<file path="config.mk">
export PLATFORM = sky130hd
export DESIGN_NAME = irq_controller
export DESIGN_NICKNAME = d
export VERILOG_FILES = /design/src/rtl/irq_pkg.sv /design/src/rtl/irq_sync_edge.sv /design/src/rtl/irq_controller.sv
export SDC_FILE = /design/constraint.sdc
export NUM_CORES = 1
export LEC_CHECK = 0
export ABC_AREA = 1
export BUFFER_PORTS_ARGS = -buffer_cell sky130_fd_sc_hd__buf_2
export CAP_MARGIN = 10
export CORE_MARGIN = 2
export CORE_UTILIZATION = 45
export DETAILED_ROUTE_END_ITERATION = 12
export GPL_ROUTABILITY_DRIVEN = 0
export PLACE_DENSITY = 0.81
export SYNTH_ARGS = -nofsm -noshare
export SYNTH_HDL_FRONTEND = slang
export SYNTH_SLANG_ARGS = --single-unit
</file>
<file path="constraint.sdc">
create_clock -name clk -period 3.8 [get_ports clk]
set_clock_uncertainty 0.2 [all_clocks]
set_input_delay 0 -clock clk [delete_from_list [all_inputs] [get_ports clk]]
set_output_delay 0 -clock clk [all_outputs]
set_load 0.05 [all_outputs]
</file>
<file path="src/rtl/irq_pkg.sv">
// Shared types and constants for the vectored interrupt controller.
package irq_pkg;

    // Dispatch sequencer states.
    typedef enum logic [1:0] {
        IDLE   = 2'd0,
        INJECT = 2'd1,
        IN_SVC = 2'd2
    } irq_state_e;

    // Opcode of the jump-and-link instruction injected on dispatch.
    localparam logic [5:0] OP_JAL = 6'b000011;

    // Default bus addresses of the memory-mapped registers.
    localparam logic [7:0] DEF_ADDR_MASK = 8'hF0;
    localparam logic [7:0] DEF_ADDR_PEND = 8'hF1;
    localparam logic [7:0] DEF_ADDR_STAT = 8'hF2;

    // STAT register field positions.
    localparam int unsigned STAT_GIE_BIT = 32'd0;
    localparam int unsigned STAT_SVC_BIT = 32'd1;
    localparam int unsigned STAT_ID_LSB  = 32'd2;
    localparam int unsigned STAT_ID_MSB  = 32'd4;

    // Build the JAL instruction word that jumps to an 8-bit target.
    function automatic logic [31:0] make_jal(input logic [7:0] target);
        return {OP_JAL, 18'd0, target};
    endfunction

endpackage

</file>
<file path="src/rtl/irq_sync_edge.sv">
// Per-source synchroniser: two metastability flops followed by an edge flop.
// Produces a one-cycle pulse for every synchronised rising edge; a held level
// yields a single pulse.
module irq_sync_edge #(
    parameter int unsigned WIDTH = 32'd4
) (
    input  logic             clk,
    input  logic             iRST_N,
    input  logic [WIDTH-1:0] irq_in,
    output logic [WIDTH-1:0] rise
);

    logic [WIDTH-1:0] meta_r;
    logic [WIDTH-1:0] sync_r;
    logic [WIDTH-1:0] prev_r;

    // Two-stage synchroniser plus the history flop used for edge detection.
    always_ff @(posedge clk or negedge iRST_N) begin
        if (!iRST_N) begin
            meta_r <= {WIDTH{1'b0}};
            sync_r <= {WIDTH{1'b0}};
            prev_r <= {WIDTH{1'b0}};
        end else begin
            meta_r <= irq_in;
            sync_r <= meta_r;
            prev_r <= sync_r;
        end
    end

    assign rise = sync_r & ~prev_r;

endmodule

</file>
<file path="src/rtl/irq_controller.sv">
// Vectored interrupt controller: pending/mask/status registers, fixed
// lowest-index-wins priority, and a three-state sequencer that replaces one
// fetched word with a JAL to the winning source's vector.
module irq_controller
    import irq_pkg::*;
#(
    parameter int unsigned N_IRQ     = 32'd4,
    parameter logic [7:0]  VEC_BASE  = 8'hFA,
    parameter logic [7:0]  ADDR_MASK = DEF_ADDR_MASK,
    parameter logic [7:0]  ADDR_PEND = DEF_ADDR_PEND,
    parameter logic [7:0]  ADDR_STAT = DEF_ADDR_STAT
) (
    input  logic             clk,
    input  logic             iRST_N,
    input  logic [N_IRQ-1:0] irq_in,
    input  logic             iret,
    input  logic             bus_we,
    input  logic [7:0]       bus_addr,
    input  logic [7:0]       bus_wdata,
    output logic             bus_sel,
    output logic [7:0]       bus_rdata,
    output logic             int_inject,
    output logic [31:0]      int_inst
);

    irq_state_e       state_r;
    irq_state_e       state_nxt_s;
    logic [N_IRQ-1:0] rise_s;
    logic [N_IRQ-1:0] pend_r;
    logic [N_IRQ-1:0] pend_nxt_s;
    logic [N_IRQ-1:0] clr_s;
    logic [N_IRQ-1:0] mask_r;
    logic [N_IRQ-1:0] req_s;
    logic             gie_r;
    logic [2:0]       act_id_r;
    logic [2:0]       act_id_nxt_s;
    logic [2:0]       winner_s;
    logic             dispatch_s;
    logic             int_inject_r;
    logic [31:0]      int_inst_r;
    logic             sel_mask_s;
    logic             sel_pend_s;
    logic             sel_stat_s;
    logic             wr_mask_s;
    logic             wr_pend_s;
    logic             wr_stat_s;
    logic [7:0]       mask_rd_s;
    logic [7:0]       pend_rd_s;
    logic [7:0]       stat_rd_s;
    logic [7:0]       rdata_s;
    logic             unused_wdata_s;

    // Lowest set index of a request vector; 0 when nothing is set.
    function automatic logic [2:0] first_set(input logic [N_IRQ-1:0] req);
        logic [2:0] id;
        id = 3'd0;
        for (int i = int'(N_IRQ) - 1; i >= 0; i--) begin
            if (req[i]) begin
                id = 3'(i);
            end else begin
                id = id;
            end
        end
        return id;
    endfunction

    irq_sync_edge #(
        .WIDTH (N_IRQ)
    ) u_sync_edge (
        .clk    (clk),
        .iRST_N (iRST_N),
        .irq_in (irq_in),
        .rise   (rise_s)
    );

    // Only the low bits of the write data land in registers.
    assign unused_wdata_s = ^bus_wdata;

    // Address decode and read-data mux for the three mapped registers.
    always_comb begin
        sel_mask_s = (bus_addr == ADDR_MASK);
        sel_pend_s = (bus_addr == ADDR_PEND);
        sel_stat_s = (bus_addr == ADDR_STAT);
        wr_mask_s  = bus_we & sel_mask_s;
        wr_pend_s  = bus_we & sel_pend_s;
        wr_stat_s  = bus_we & sel_stat_s;

        mask_rd_s = 8'd0;
        mask_rd_s[N_IRQ-1:0] = mask_r;
        pend_rd_s = 8'd0;
        pend_rd_s[N_IRQ-1:0] = pend_r;
        stat_rd_s = 8'd0;
        stat_rd_s[STAT_GIE_BIT] = gie_r;
        stat_rd_s[STAT_SVC_BIT] = (state_r == IN_SVC);
        stat_rd_s[STAT_ID_MSB:STAT_ID_LSB] = act_id_r;

        if (sel_mask_s) begin
            rdata_s = mask_rd_s;
        end else if (sel_pend_s) begin
            rdata_s = pend_rd_s;
        end else if (sel_stat_s) begin
            rdata_s = stat_rd_s;
        end else begin
            rdata_s = 8'd0;
        end
    end

    assign bus_sel   = sel_mask_s | sel_pend_s | sel_stat_s;
    assign bus_rdata = rdata_s;

    // Pending update: dispatch and write-1-to-clear remove bits, new edges win.
    always_comb begin
        clr_s = {N_IRQ{1'b0}};
        for (int i = 0; i < int'(N_IRQ); i++) begin
            clr_s[i] = ((state_r == INJECT) && (act_id_r == 3'(i)))
                     | (wr_pend_s & bus_wdata[i]);
        end
        pend_nxt_s = (pend_r & ~clr_s) | rise_s;
        req_s      = pend_r & mask_r;
        winner_s   = first_set(req_s);
    end

    // Sequencer next state; the winner is captured only when leaving IDLE.
    always_comb begin
        state_nxt_s  = state_r;
        dispatch_s   = 1'b0;
        case (state_r)
            IDLE: begin
                if (gie_r && (|req_s)) begin
                    state_nxt_s = INJECT;
                    dispatch_s  = 1'b1;
                end else begin
                    state_nxt_s = IDLE;
                end
            end
            INJECT: begin
                state_nxt_s = IN_SVC;
            end
            IN_SVC: begin
                if (iret) begin
                    state_nxt_s = IDLE;
                end else begin
                    state_nxt_s = IN_SVC;
                end
            end
            default: begin
                state_nxt_s = IDLE;
            end
        endcase
        if (dispatch_s) begin
            act_id_nxt_s = winner_s;
        end else begin
            act_id_nxt_s = act_id_r;
        end
    end

    // Sequencer state, active id and registered inject outputs.
    always_ff @(posedge clk or negedge iRST_N) begin
        if (!iRST_N) begin
            state_r      <= IDLE;
            act_id_r     <= 3'd0;
            int_inject_r <= 1'b0;
            int_inst_r   <= make_jal(VEC_BASE);
        end else begin
            state_r      <= state_nxt_s;
            act_id_r     <= act_id_nxt_s;
            int_inject_r <= (state_nxt_s == INJECT);
            int_inst_r   <= make_jal(VEC_BASE + {5'd0, act_id_nxt_s});
        end
    end

    // Software-visible mask, pending and global-enable registers.
    always_ff @(posedge clk or negedge iRST_N) begin
        if (!iRST_N) begin
            mask_r <= {N_IRQ{1'b0}};
            pend_r <= {N_IRQ{1'b0}};
            gie_r  <= 1'b0;
        end else begin
            if (wr_mask_s) begin
                mask_r <= bus_wdata[N_IRQ-1:0];
            end else begin
                mask_r <= mask_r;
            end
            pend_r <= pend_nxt_s;
            if (wr_stat_s) begin
                gie_r <= bus_wdata[STAT_GIE_BIT];
            end else begin
                gie_r <= gie_r;
            end
        end
    end

    assign int_inject = int_inject_r;
    assign int_inst   = int_inst_r;

endmodule

</file>
==> summary.txt, run 1 <==
Global route
  – Maximum number of pins on one net before global-route repair: 31
  – Number of antenna violations at the first check in global routing: 0
  – Met3 track demand over resource in global routing: 5.41%
  – GR met2 Demand/Resource: 24.9%
  – Number of global-route vias before repair: 1080
  – Global routing's busiest layer: met2
  – Global-route wire length before repair: 4.56 mm
  – Remaining global-route overflow: 0
  – GR met1 Demand/Resource: 17.5%
  – Combined global-route utilization of all metal layers: 14.8%

Clocking
  – Clock tree from TritonCTS: built
  – Number of buffers on the longest clock path: 2
  – Total of cells resized after clock tree synthesis: 0
  – CTS Buf Count: 5
  – Insertion delay to the later sink of the worst-skew pair: 320 ps
  – Clk Tree Root Cell: sky130_fd_sc_hd__clkbuf_4
  – Number of levels in the clock H-tree: 2
  – Sinks on Clock Net: 30
  – Clock edge transition at the registers on the reported setup and hold paths: 90 ps

Route
  – Number of nets still failing antenna checks after routing: 0
  – Avg WL per Cell: 9.42 um
  – Total number of vias: 1198
  – Count of unresolved DRC violations after routing: 0
  – Total Wirelength: 2.67 mm
  – DRT Pass-1 Iters: 4
  – Drt initial violations: 33
  – Number of vias per cell after detailed routing: 4.22

STA
  – Number of endpoints failing setup at the final stage: 0
  – Worst slew margin: 56.8%
  – Portion of the clock cycle consumed by the worst path in the final layout: 74.8%
  – Pins over their slew limit: 0
  – Unrepaired setup endpoints after global routing: false
  – Slew of the pin with the lowest slew margin: 648 ps
  – Final hold slack: 34.0 ps
  – Post-route minimum period: 2840 ps
  – Final hold violation count: 0
  – Maximum clock rate: 352 MHz
  – Total Neg Setup Slack: 0 ps

Logic synthesis
  – Summed instance area of the synthesized netlist: 0.00156 mm^2
  – Share of synthesized cell area in full adder, half adder and majority cells: 0.805%
  – Most used standard cells in the synthesized netlist: sky130_fd_sc_hd__nand2_1 (44), sky130_fd_sc_hd__buf_4 (33), sky130_fd_sc_hd__dfrtp_1 (28), sky130_fd_sc_hd__inv_1 (16), sky130_fd_sc_hd__nand3_1 (16)
  – Synthesized netlist cell count: 183
  – Main combinational cell family by area after synthesis: simple AND/OR/NAND/NOR gates
  – Simple-gate portion of the synthesized area: 25.3%
  – Fraction of synthesis flops using an asynchronous set or reset pin: 100%
  – Synth top area share: 45.1%
  – Proportion of synthesized area in mux cells: 0%
  – Dominant cells by area after synthesis: sky130_fd_sc_hd__dfrtp_1 (45%), sky130_fd_sc_hd__buf_4 (16%), sky130_fd_sc_hd__nand2_1 (11%)
  – XOR/XNOR share of the synthesized area: 0%
  – Post-synthesis register bit count: 30
  – Synthesized area per cell: 8.50 um^2
  – Number of different library cells in the post-synthesis netlist: 21
  – Dominant register cell in the synthesized netlist: sky130_fd_sc_hd__dfrtp_1
  – Compound-Gate Fraction of Synth Area: 3.70%
  – Most used standard cell by instance count after synthesis: sky130_fd_sc_hd__nand2_1
  – Synth area leader: sky130_fd_sc_hd__dfrtp_1
  – EDFF count, synth: 0
  – Sequential area share after synthesis: 48.4%
  – Count of warnings emitted by yosys: 0

Critical path
  – CP peak stage delay: 600 ps
  – Critical path endpoint category: register
  – Kind of cell adding the most delay to the critical path: buffers and inverters
  – Count of buffer and inverter cells on the critical path: 6
  – Worst path arrival time: 2900 ps
  – Crit Path Class: input port to register
  – Slowest stage cell, crit path: sky130_fd_sc_hd__dlygate4sd3_1
  – Register-to-register path setup slack: 2100 ps
  – Cell depth of the worst flop-to-flop path: 6
  – Reg2Reg Launch Point: gie_r$_DFFE_PN0P_
  – Maximum fanout along the worst path: 4
  – Required @ worst endpoint: 3860 ps
  – Worst setup SP type: input port
  – Cells traversed along the worst timing path: dlygate4sd3_1, buf_2, inv_2, nor3_2, dlygate4sd3_1, nand3_1, dlygate4sd3_1, o21ai_1, dlygate4sd3_1
  – End of the worst register-to-register path: int_inst[2]$_DFF_PN0_
  – Top cell by count, worst path: sky130_fd_sc_hd__dlygate4sd3_1

Die
  – Num rows: 21
  – Vertical extent of the die: 62.8 um
  – Top-level port count: 66
  – Chip width: 62.8 um
  – Initial standard-cell utilization of the core: 46.6%
  – Die area: 0.00394 mm^2
  – Floorplan core area: 0.00334 mm^2

Job
  – Number of max-cap violations: 0

Layout
  – Antenna cell count: 0
  – Net count reported at finish: 262
  – Synthesis-to-finish area growth: 21.4%
  – Share of layout cells above drive strength 1: 23.5%

Pwr
  – Power consumption: 668 uW
  – Total power per unit cell area: 354 mW/mm^2
  – Leak Pwr: 1.03 nW
  – Worst IR Drop VDD: 0.223 mV

Place
  – Number of port buffers: 34
  – HPWL after detailed placement: 1.97 mm

Run status
  – Outcome: completed

Min path
  – Path class of the lowest-slack min-delay path: input port to async pin
[per-stage QoR]
step	cell area (um^2)	std cells	utilization, %	setup WS, ps
floorplan	1650	208	-	2280
global placement	1630	255	48.8	2160
detailed placement	1630	255	48.8	2120
CTS	1890	284	56.6	999
global route	1890	284	56.6	871
finish	1890	284	56.6	957
[power by group]
group	total, mW	switching (mW)	internal, mW
clock	0.171	0.0972	0.0736
sequential	0.349	0.00993	0.339
combinational	0.148	0.115	0.0332
[worst max-delay path by stage]
stage	endpoint	slack, ps	cells after the start	startpoint
floorplan	int_inst[2]$_DFF_PN0_	2280	6	gie_r$_DFFE_PN0P_
global placement	int_inst[2]$_DFF_PN0_	2160	6	gie_r$_DFFE_PN0P_
detailed placement	int_inst[2]$_DFF_PN0_	2120	6	gie_r$_DFFE_PN0P_
CTS	gie_r$_DFFE_PN0P_	1000	9	bus_addr[1]
global route	gie_r$_DFFE_PN0P_	870	9	bus_addr[1]
finish	gie_r$_DFFE_PN0P_	960	9	bus_addr[1]
[state kept, by name, summed over array words and instances (netlist names)]
| name | count |
|---|---|
| state_r | 2 |
| pend_r | 4 |
| u_sync_edge.meta_r | 4 |
| int_inject | 1 |
| int_inst | 3 |
| gie_r | 1 |
| u_sync_edge.sync_r | 4 |
| u_sync_edge.prev_r | 4 |
| act_id_r | 3 |
| mask_r | 4 |
[routing by layer]
layer	vias to the layer above	part of all wire [%]
met5	-	0
met4	0	1.6
met3	6	6.2
met2	40	48
met1	536	44
li1	616	-
[cells in the final DEF, fill, tap and decap left out]
cell type / n
sky130_fd_sc_hd__nand2_1: 44
sky130_fd_sc_hd__buf_2: 34
sky130_fd_sc_hd__dfrtp_1: 28
sky130_fd_sc_hd__conb_1: 27
sky130_fd_sc_hd__dlygate4sd3_1: 21
sky130_fd_sc_hd__nand3_1: 16
sky130_fd_sc_hd__inv_1: 16
sky130_fd_sc_hd__nor2_1: 13
sky130_fd_sc_hd__o21ai_1: 7
sky130_fd_sc_hd__inv_2: 6
sky130_fd_sc_hd__clkbuf_4: 5
sky130_fd_sc_hd__clkbuf_1: 3
sky130_fd_sc_hd__nand2_2: 2
sky130_fd_sc_hd__nor3_2: 2
sky130_fd_sc_hd__nor2_4: 2
sky130_fd_sc_hd__nor3_1: 2
sky130_fd_sc_hd__a21boi_0: 2
sky130_fd_sc_hd__dfstp_2: 2
sky130_fd_sc_hd__nor2_2: 1
sky130_fd_sc_hd__nand4_1: 1
sky130_fd_sc_hd__nor3b_2: 1
sky130_fd_sc_hd__o21bai_1: 1
sky130_fd_sc_hd__nand3_2: 1
sky130_fd_sc_hd__ha_1: 1
[worst reg2reg max path, stage by stage, from the launching register on]
cell and delay (ps):
sky130_fd_sc_hd__dfrtp_1 410, sky130_fd_sc_hd__nor3b_2 170, sky130_fd_sc_hd__nand2_1 110, sky130_fd_sc_hd__nand2_1 130, sky130_fd_sc_hd__o21ai_1 220, sky130_fd_sc_hd__inv_2 70, sky130_fd_sc_hd__ha_1 290
[logic make-up after synthesis]
kind of cell | count (synthesis)
DFF | 30
and+or+nand+nor | 85
AOI/OAI and AO/OA | 10
adders and majority gates | 1
other | 2
buffers and inverters | 55
[repair_timing]
action,4_1_cts,5_1_grt
hold endpoints to repair,44,0
endpoints found under the setup margin,0,0
hold buffers,21,0
setup buffers,0,0
[area by class of cell]
cell class              count  area (um^2)
flip-flops and latches     30          753
inverters                  22         82.6
fillers                   324         1450
repair buffers             55          380
clock buffers               8         48.8
multi-input cells         123          566
well taps                  46         57.6
No activity file was read; power rests on OpenSTA's default activity.
==> run 2, diff against run 1 <==
Settings changed: ABC_AREA 1 to 0, CORE_UTILIZATION 45 to 42, PLACE_DENSITY 0.81 to 0.8.
Clock period 3.8 ns to 2.6 ns, I/O delays scaled along.
==> run 2 against run 1 <==
Effect of this change:
- sequential power up 44%
- global-route usage down 0.15 points
- sequential cell count unchanged
- combinational power up 34%
- via count down 12%
- largest cell class unchanged
- largest power group unchanged
==> summary.txt, run 2 <==
STA
  – Worst slew margin: 56.4% (-0.41 points)
  – Unrepaired setup endpoints after global routing: false
  – Maximum clock rate: 440 MHz
  – Number of endpoints failing setup at the final stage: 0 (unchanged)
  – Pins over their slew limit: 0 (unchanged)
  – Final hold violation count: 0 (unchanged)
  – Slew of the pin with the lowest slew margin: 654 ps (+6.08 ps)
  – Portion of the clock cycle consumed by the worst path in the final layout: 87.4%
  – Post-route minimum period: 2270 ps
  – Total Neg Setup Slack: 0 ps (unchanged)

Logic synthesis
  – Synthesized area per cell: 11.1 um^2 (+31%)
  – EDFF count, synth: 0 (unchanged)
  – Synth area leader: sky130_fd_sc_hd__dfrtp_1
  – Synthesized netlist cell count: 136 (-26%)
  – Dominant cells by area after synthesis: sky130_fd_sc_hd__dfrtp_1 (46%), sky130_fd_sc_hd__buf_4 (16%), sky130_fd_sc_hd__mux2_4 (4.0%)
  – Summed instance area of the synthesized netlist: 0.00151 mm^2 (-3.0%)
  – Dominant register cell in the synthesized netlist: sky130_fd_sc_hd__dfrtp_1
  – Fraction of synthesis flops using an asynchronous set or reset pin: 100% (unchanged)
  – Number of different library cells in the post-synthesis netlist: 35 (+67%)
  – Count of warnings emitted by yosys: 0 (unchanged)
  – Post-synthesis register bit count: 30 (unchanged)
  – Sequential area share after synthesis: 49.9% (+1.5 points)
  – Most used standard cells in the synthesized netlist: sky130_fd_sc_hd__buf_4 (32), sky130_fd_sc_hd__dfrtp_1 (28), sky130_fd_sc_hd__nor2_1 (12), sky130_fd_sc_hd__a21oi_1 (7), sky130_fd_sc_hd__inv_1 (5)
  – Synth top area share: 46.4% (+1.4 points)
  – Most used standard cell by instance count after synthesis: sky130_fd_sc_hd__buf_4

Layout
  – Share of layout cells above drive strength 1: 28.9% (+5.3 points)
  – Final core occ: 53.4% (-3.2 points)
  – Area occupied by multi-input gates: 581 um^2 (+2.7%)
  – Antenna cell count: 0 (unchanged)
  – FILL cells: 293 (-9.6%)
  – Most common cell after layout, fill and taps aside: sky130_fd_sc_hd__buf_2
  – Net count reported at finish: 211 (-19%)
  – Synthesis-to-finish area growth: 19.9%
  – Layout Cells excl Fill: 233 (-18%)
  – Storage element area: 753 um^2 (unchanged)
  – Highest-count cells in the layout ignoring fill and taps: sky130_fd_sc_hd__buf_2 (34), sky130_fd_sc_hd__dfrtp_1 (28), sky130_fd_sc_hd__conb_1 (27)

Place
  – HPWL after detailed placement: 1.94 mm (-1.4%)
  – Number of port buffers: 34 (unchanged)
  – Cells after DPL: 207 (-19%)

Clocking
  – Clock edge transition at the registers on the reported setup and hold paths: 90 ps (about the same)
  – Number of levels in the clock H-tree: 2 (unchanged)
  – Total of cells resized after clock tree synthesis: 0 (unchanged)
  – Clock tree from TritonCTS: built
  – Number of buffers on the longest clock path: 2 (unchanged)
  – Insertion delay to the later sink of the worst-skew pair: 320 ps (about the same)
  – CTS Buf Count: 5 (unchanged)
  – # hold bufs at CTS: 18 (-14%)
  – Clk Tree Root Cell: sky130_fd_sc_hd__clkbuf_4
  – Number of post-CTS setup repair buffers: 0 (unchanged)
  – Sinks on Clock Net: 30 (unchanged)

Global route
  – Remaining global-route overflow: 0 (unchanged)
  – Maximum number of pins on one net before global-route repair: 31 (unchanged)
  – Number of antenna violations at the first check in global routing: 0 (unchanged)
  – Global-route wire length before repair: 4.56 mm (unchanged)
  – Combined global-route utilization of all metal layers: 14.7% (-0.15 points)
  – Number of global-route vias before repair: 1043 (-3.4%)

Pwr
  – Total net switching power: 311 uW (+40%)
  – Share of total power consumed by net switching: 32.5% (-0.74 points)
  – Logic pwr share: 20.8% (-1.3 points)
  – Flop pwr share: 52.7% (+0.4 points)
  – Power Internal: 646 uW (+45%)
  – Total power per unit cell area: 529 mW/mm^2 (+50%)
  – Part of the power in the clock network: 26.5% (+0.9 points)
  – Leak Pwr: 0.893 nW (-13%)
  – Worst IR Drop VDD: 0.320 mV (+44%)

Route
  – Drt initial violations: 44 (+33%)
  – Avg WL per Cell: 12.2 um (+29%)
  – DRT Pass-1 Iters: 6 (+2)
  – Count of unresolved DRC violations after routing: 0 (unchanged)
  – Total number of vias: 1060 (-12%)
  – Number of vias per cell after detailed routing: 4.55 (+7.8%)
  – Number of nets still failing antenna checks after routing: 0 (unchanged)
  – Total Wirelength: 2.84 mm (+6.1%)

Die
  – Initial standard-cell utilization of the core: 44.5% (-2.1 points)
  – Top-level port count: 66 (unchanged)
  – Floorplan core area: 0.00339 mm^2 (+1.6%)
  – Vertical extent of the die: 63.9 um (+1.8%)
  – Die area: 0.00409 mm^2 (+3.7%)
  – Chip width: 63.9 um (+1.8%)
  – Num rows: 21 (unchanged)

Critical path
  – Cells traversed along the worst timing path: dlygate4sd3_1, buf_2, nor4_4, nand3_4, dlygate4sd3_1, mux2_4
  – Worst path arrival time: 2280 ps (-620 ps)
  – Critical path endpoint category: register
  – Crit Path Class: input port to register
  – Required @ worst endpoint: 2610 ps (-1250 ps)
  – Slowest stage cell, crit path: sky130_fd_sc_hd__dlygate4sd3_1
  – Maximum fanout along the worst path: 6 (+2)
  – Top cell by count, worst path: sky130_fd_sc_hd__dlygate4sd3_1
  – Worst setup SP type: input port
  – CP peak stage delay: 640 ps (+40 ps)

Run status
  – Outcome: completed

Job
  – Number of max-cap violations: 0 (unchanged)

Min path
  – Path class of the lowest-slack min-delay path: input port to async pin
[run 2: cells by family (layout without fill, tap and decap cells)]
logic type      Yosys count  in the layout  share of synthesized area (%)
fa+ha+maj                 1              1                          0.829
other cells               2             27                          0.498
mux                      10             10                           8.13
buf+inv                  39             65                           17.8
compound gates           21             21                           9.54
simple gates             33             33                           13.3
flops                    30             30                           49.9
[run 2: power groups by stage]
stage	clock, mW	sequential (mW)	combinational, mW
after floorplan	0	0.526	0.158
after global placement	0	0.513	0.178
after detailed placement	0	0.513	0.180
after CTS	0.264	0.504	0.199
after global routing	0.288	0.507	0.211
final	0.254	0.504	0.199
[run 2: worst max-delay path, delay by kind of cell]
family,cells,cell delay (ps)
and+or+nand+nor,2,670
buffers and inverters,3,1310
muxes,1,300
[run 2: area by class of cell]
cell class                      instances  share of cell area, %
Timing Repair Buffer                   52                   19.4
Multi-Input combinational cell         92                   32.1
Clock buffer                            8                   2.70
Tap cell                               46                   3.18
Inverter                                5                   1.04
Sequential cell                        30                   41.6
[run 2: metal layers]
layer  share of wire, %  vias up  track usage [%]
li1                   -      508                -
met1                 41      490             16.5
met2                 50       54             25.0
met3                7.3        8             4.93
met4                1.9        0             6.52
met5                  0        -                0
[run 2: final timing paths]
| check | from | end | slack, ps | depth (start not counted) |
|---|---|---|---|---|
| max | bus_addr[2] | mask_r[0]$_DFFE_PN0P_ | 330 | 6 |
| min | iRST_N | state_r[0]$_DFF_PN0_ | 40 | 2 |
| max reg2reg | mask_r[1]$_DFFE_PN0P_ | int_inst[2]$_DFF_PN0_ | 910 | 4 |
| min reg2reg | u_sync_edge.meta_r[1]$_DFF_PN0_ | u_sync_edge.sync_r[1]$_DFF_PN0_ | 150 | 0 |
| max in group asynchronous | iRST_N | u_sync_edge.meta_r[1]$_DFF_PN0_ | 1740 | 2 |
| min in group clk | bus_addr[3] | pend_r[1]$_DFF_PN0_ | 40 | 4 |
[run 2: stage by stage]
step	worst slack [ps]	hold slack [ps]	area, um^2	power [mW]
after floorplan	974	-496	1600	0.683
after global placement	937	-134	1580	0.690
after detailed placement	918	-135	1580	0.693
after CTS	358	27.8	1810	0.967
after global routing	325	47.6	1810	1.01
final	328	38.6	1810	0.957
==> run 3, diff against run 2 <==
Settings changed: ABC_AREA 0 to 1.
==> run 3 against run 2 <==
Effect of this change:
- total power increased by 15%
- routed wire length fell by 6.1%
- cell count rose by 21%
- first-iteration DRC count rose by 11%
- clock power grew 47%
- combinational power rose by 8%
- global-route usage shrank 0.13 points
- sequential share of layout area shrank 2.1 points
- maximum frequency fell by 1.3%
- sequential power increased by 1%
- critical endpoint is now gie_r$_DFFE_PN0P_
- largest power group unchanged
- highest routed layer unchanged
==> summary.txt, run 3 (synthesis results as in run 1) <==
Layout
  – Storage element area: 753 um^2 (unchanged)
  – Net count reported at finish: 259 (+23%)
  – Synthesis-to-finish area growth: 22.4%
  – Layout Cells excl Fill: 283 (+21%)
  – Most common cell after layout, fill and taps aside: sky130_fd_sc_hd__nand2_1
  – Highest-count cells in the layout ignoring fill and taps: sky130_fd_sc_hd__nand2_1 (44), sky130_fd_sc_hd__buf_2 (34), sky130_fd_sc_hd__dfrtp_1 (28)
  – FILL cells: 346 (+18%)
  – Area occupied by multi-input gates: 566 um^2 (-2.6%)
  – Share of layout cells above drive strength 1: 24.7% (-4.2 points)
  – Antenna cell count: 0 (unchanged)

Critical path
  – Cell depth of the worst setup path: 8 (+2)
  – Maximum fanout along the worst path: 4 (-2)
  – Worst setup SP type: input port
  – Cell depth of the worst flop-to-flop path: 7 (+3)
  – Cells traversed along the worst timing path: dlygate4sd3_1, buf_2, inv_2, nor3_2, dlygate4sd3_1, nand3_1, dlygate4sd3_1, o21ai_1
  – Worst path arrival time: 2310 ps (+30 ps)
  – Count of buffer and inverter cells on the critical path: 5 (+2)
  – CP peak stage delay: 590 ps (-50 ps)
  – Top cell by count, worst path: sky130_fd_sc_hd__dlygate4sd3_1
  – Crit Path Class: input port to register
  – Slowest stage cell, crit path: sky130_fd_sc_hd__dlygate4sd3_1
  – Required @ worst endpoint: 2610 ps (about the same)
  – Kind of cell adding the most delay to the critical path: buffers and inverters
  – Critical path endpoint category: register

Die
  – Num rows: 22 (+4.8%)
  – Die area: 0.00421 mm^2 (+2.9%)
  – Vertical extent of the die: 64.9 um (+1.4%)
  – Top-level port count: 66 (unchanged)
  – Chip width: 64.9 um (+1.4%)
  – Floorplan core area: 0.00361 mm^2 (+6.4%)
  – Initial standard-cell utilization of the core: 43.1% (-1.4 points)

Clocking
  – Sinks on Clock Net: 30 (unchanged)
  – Number of levels in the clock H-tree: 2 (unchanged)
  – Clk Tree Root Cell: sky130_fd_sc_hd__clkbuf_8
  – Clock tree from TritonCTS: built
  – Number of post-CTS setup repair buffers: 0 (unchanged)
  – Clock edge transition at the registers on the reported setup and hold paths: 60 ps (-30 ps)
  – Insertion delay to the later sink of the worst-skew pair: 280 ps (-40 ps)
  – CTS Buf Count: 5 (unchanged)
  – Number of buffers on the longest clock path: 2 (unchanged)

Place
  – Number of port buffers: 34 (unchanged)
  – Cells after DPL: 257 (+24%)
  – HPWL after detailed placement: 1.95 mm (+0.51%)

STA
  – Final hold violation count: 0 (unchanged)
  – Number of endpoints failing setup at the final stage: 0 (unchanged)
  – Slew of the pin with the lowest slew margin: 627 ps (-26.7 ps)
  – Unrepaired setup endpoints after global routing: false
  – Worst slew margin: 58.2% (+1.8 points)
  – Post-route minimum period: 2300 ps (+31.0 ps)
  – Portion of the clock cycle consumed by the worst path in the final layout: 88.6% (+1.2 points)
  – Total Neg Setup Slack: 0 ps (unchanged)
  – Pins over their slew limit: 0 (unchanged)
  – Maximum clock rate: 434 MHz (-1.3%)

Pwr
  – Share of total power consumed by net switching: 31.1% (-1.4 points)
  – Total power per unit cell area: 577 mW/mm^2 (+9.1%)
  – Total net switching power: 341 uW (+9.9%)
  – Power Internal: 757 uW (+17%)
  – Flop pwr share: 46.5% (-6.2 points)
  – Leak Pwr: 1.04 nW (+16%)
  – Logic pwr share: 19.5% (-1.3 points)
  – Worst IR Drop VDD: 0.340 mV (+6.5%)
  – Part of the power in the clock network: 34.0% (+7.5 points)

Global route
  – Number of antenna violations at the first check in global routing: 0 (unchanged)
  – Combined global-route utilization of all metal layers: 14.5% (-0.13 points)
  – Maximum number of pins on one net before global-route repair: 31 (unchanged)
  – Remaining global-route overflow: 0 (unchanged)
  – Number of global-route vias before repair: 1114 (+6.8%)
  – Global-route wire length before repair: 4.61 mm (+1.1%)

Route
  – Count of unresolved DRC violations after routing: 0 (unchanged)
  – Drt initial violations: 49 (+11%)
  – Total Wirelength: 2.66 mm (-6.1%)
  – Number of nets still failing antenna checks after routing: 0 (unchanged)
  – DRT Pass-1 Iters: 4 (-2)
  – Avg WL per Cell: 9.41 um (-23%)
  – Number of vias per cell after detailed routing: 4.14 (-9.0%)
  – Total number of vias: 1172 (+11%)

Job
  – Number of max-cap violations: 0 (unchanged)

Run status
  – Outcome: completed

Min path
  – Path class of the lowest-slack min-delay path: input port to register
  – Hold-critical path depth: 6
run 3: changes by cell type in the layout (fill, tap and decap cells not counted), sizes merged, moves of 3 or more:
cell and delta:
mux2 -6, a21oi -8, nand3 +14, nor3 +4, o21ai +4, mux2i -4
nand2 +41, nor2 +4, inv +17, nor2b -3
run 3: stage by stage:
step           area, um^2  hold WS [ps]  total power [mW]  setup WS [ps]  util [%]
3_5_place_dp         1630          -135             0.716            923      45.2
5_1_grt              1900          60.4              1.15            212      52.8
3_3_place_gp         1630          -142             0.712            960      45.2
6_report             1900          41.0              1.10            297      52.8
4_1_cts              1900          30.9              1.12            305      52.8
2_1_floorplan        1650          -496             0.704           1080         -
run 3: worst min-delay path: stages:
cell and delay [ps]:
sky130_fd_sc_hd__buf_2 90, sky130_fd_sc_hd__nand2_1 90, sky130_fd_sc_hd__nor2_4 80, sky130_fd_sc_hd__nand3_1 100, sky130_fd_sc_hd__nand2_1 50, sky130_fd_sc_hd__o21ai_1 60
run 3: cell type report:
type / count / share of cell area [%]
Clock buffer: 7 / 4.54
Clock inverter: 1 / 0.263
Inverter: 22 / 4.34
Multi-Input combinational cell: 123 / 29.7
Sequential cell: 30 / 39.6
Tap cell: 48 / 3.16
Timing Repair Buffer: 52 / 18.4
run 3: final timing paths:
path / from / end / slack (ps)
min in group asynchronous: iRST_N / u_sync_edge.sync_r[3]$_DFF_PN0_ / 60
hold reg to reg: u_sync_edge.meta_r[1]$_DFF_PN0_ / u_sync_edge.sync_r[1]$_DFF_PN0_ / 150
setup reg to reg: mask_r[0]$_DFFE_PN0P_ / int_inst[2]$_DFF_PN0_ / 920
max in group asynchronous: iRST_N / state_r[0]$_DFF_PN0_ / 1720
setup / recovery: bus_addr[1] / gie_r$_DFFE_PN0P_ / 300
hold / removal: bus_addr[7] / gie_r$_DFFE_PN0P_ / 40
run 3: metal layers:
metal | routed length, um | vias to the layer above | track usage (%) | share of wire, %
met5 | 0 | - | 0 | 0
met4 | 51 | 0 | 7.18 | 1.9
met3 | 197 | 8 | 4.86 | 7.4
met2 | 1280 | 44 | 24.1 | 48
met1 | 1130 | 516 | 16.7 | 43
li1 | - | 604 | - | -
run 3: power by group through the flow:
stage	logic, mW	clock network (mW)	registers, mW
after detailed placement	0.196	0	0.520
after CTS	0.215	0.390	0.511
final	0.214	0.373	0.511
after floorplan	0.159	0	0.545
after global routing	0.233	0.405	0.514
after global placement	0.193	0	0.519
run 3: what timing repair did:
item,in CTS,in global routing
endpoints found under the hold margin,44,0
hold buffers,18,0
resized for setup,0,0
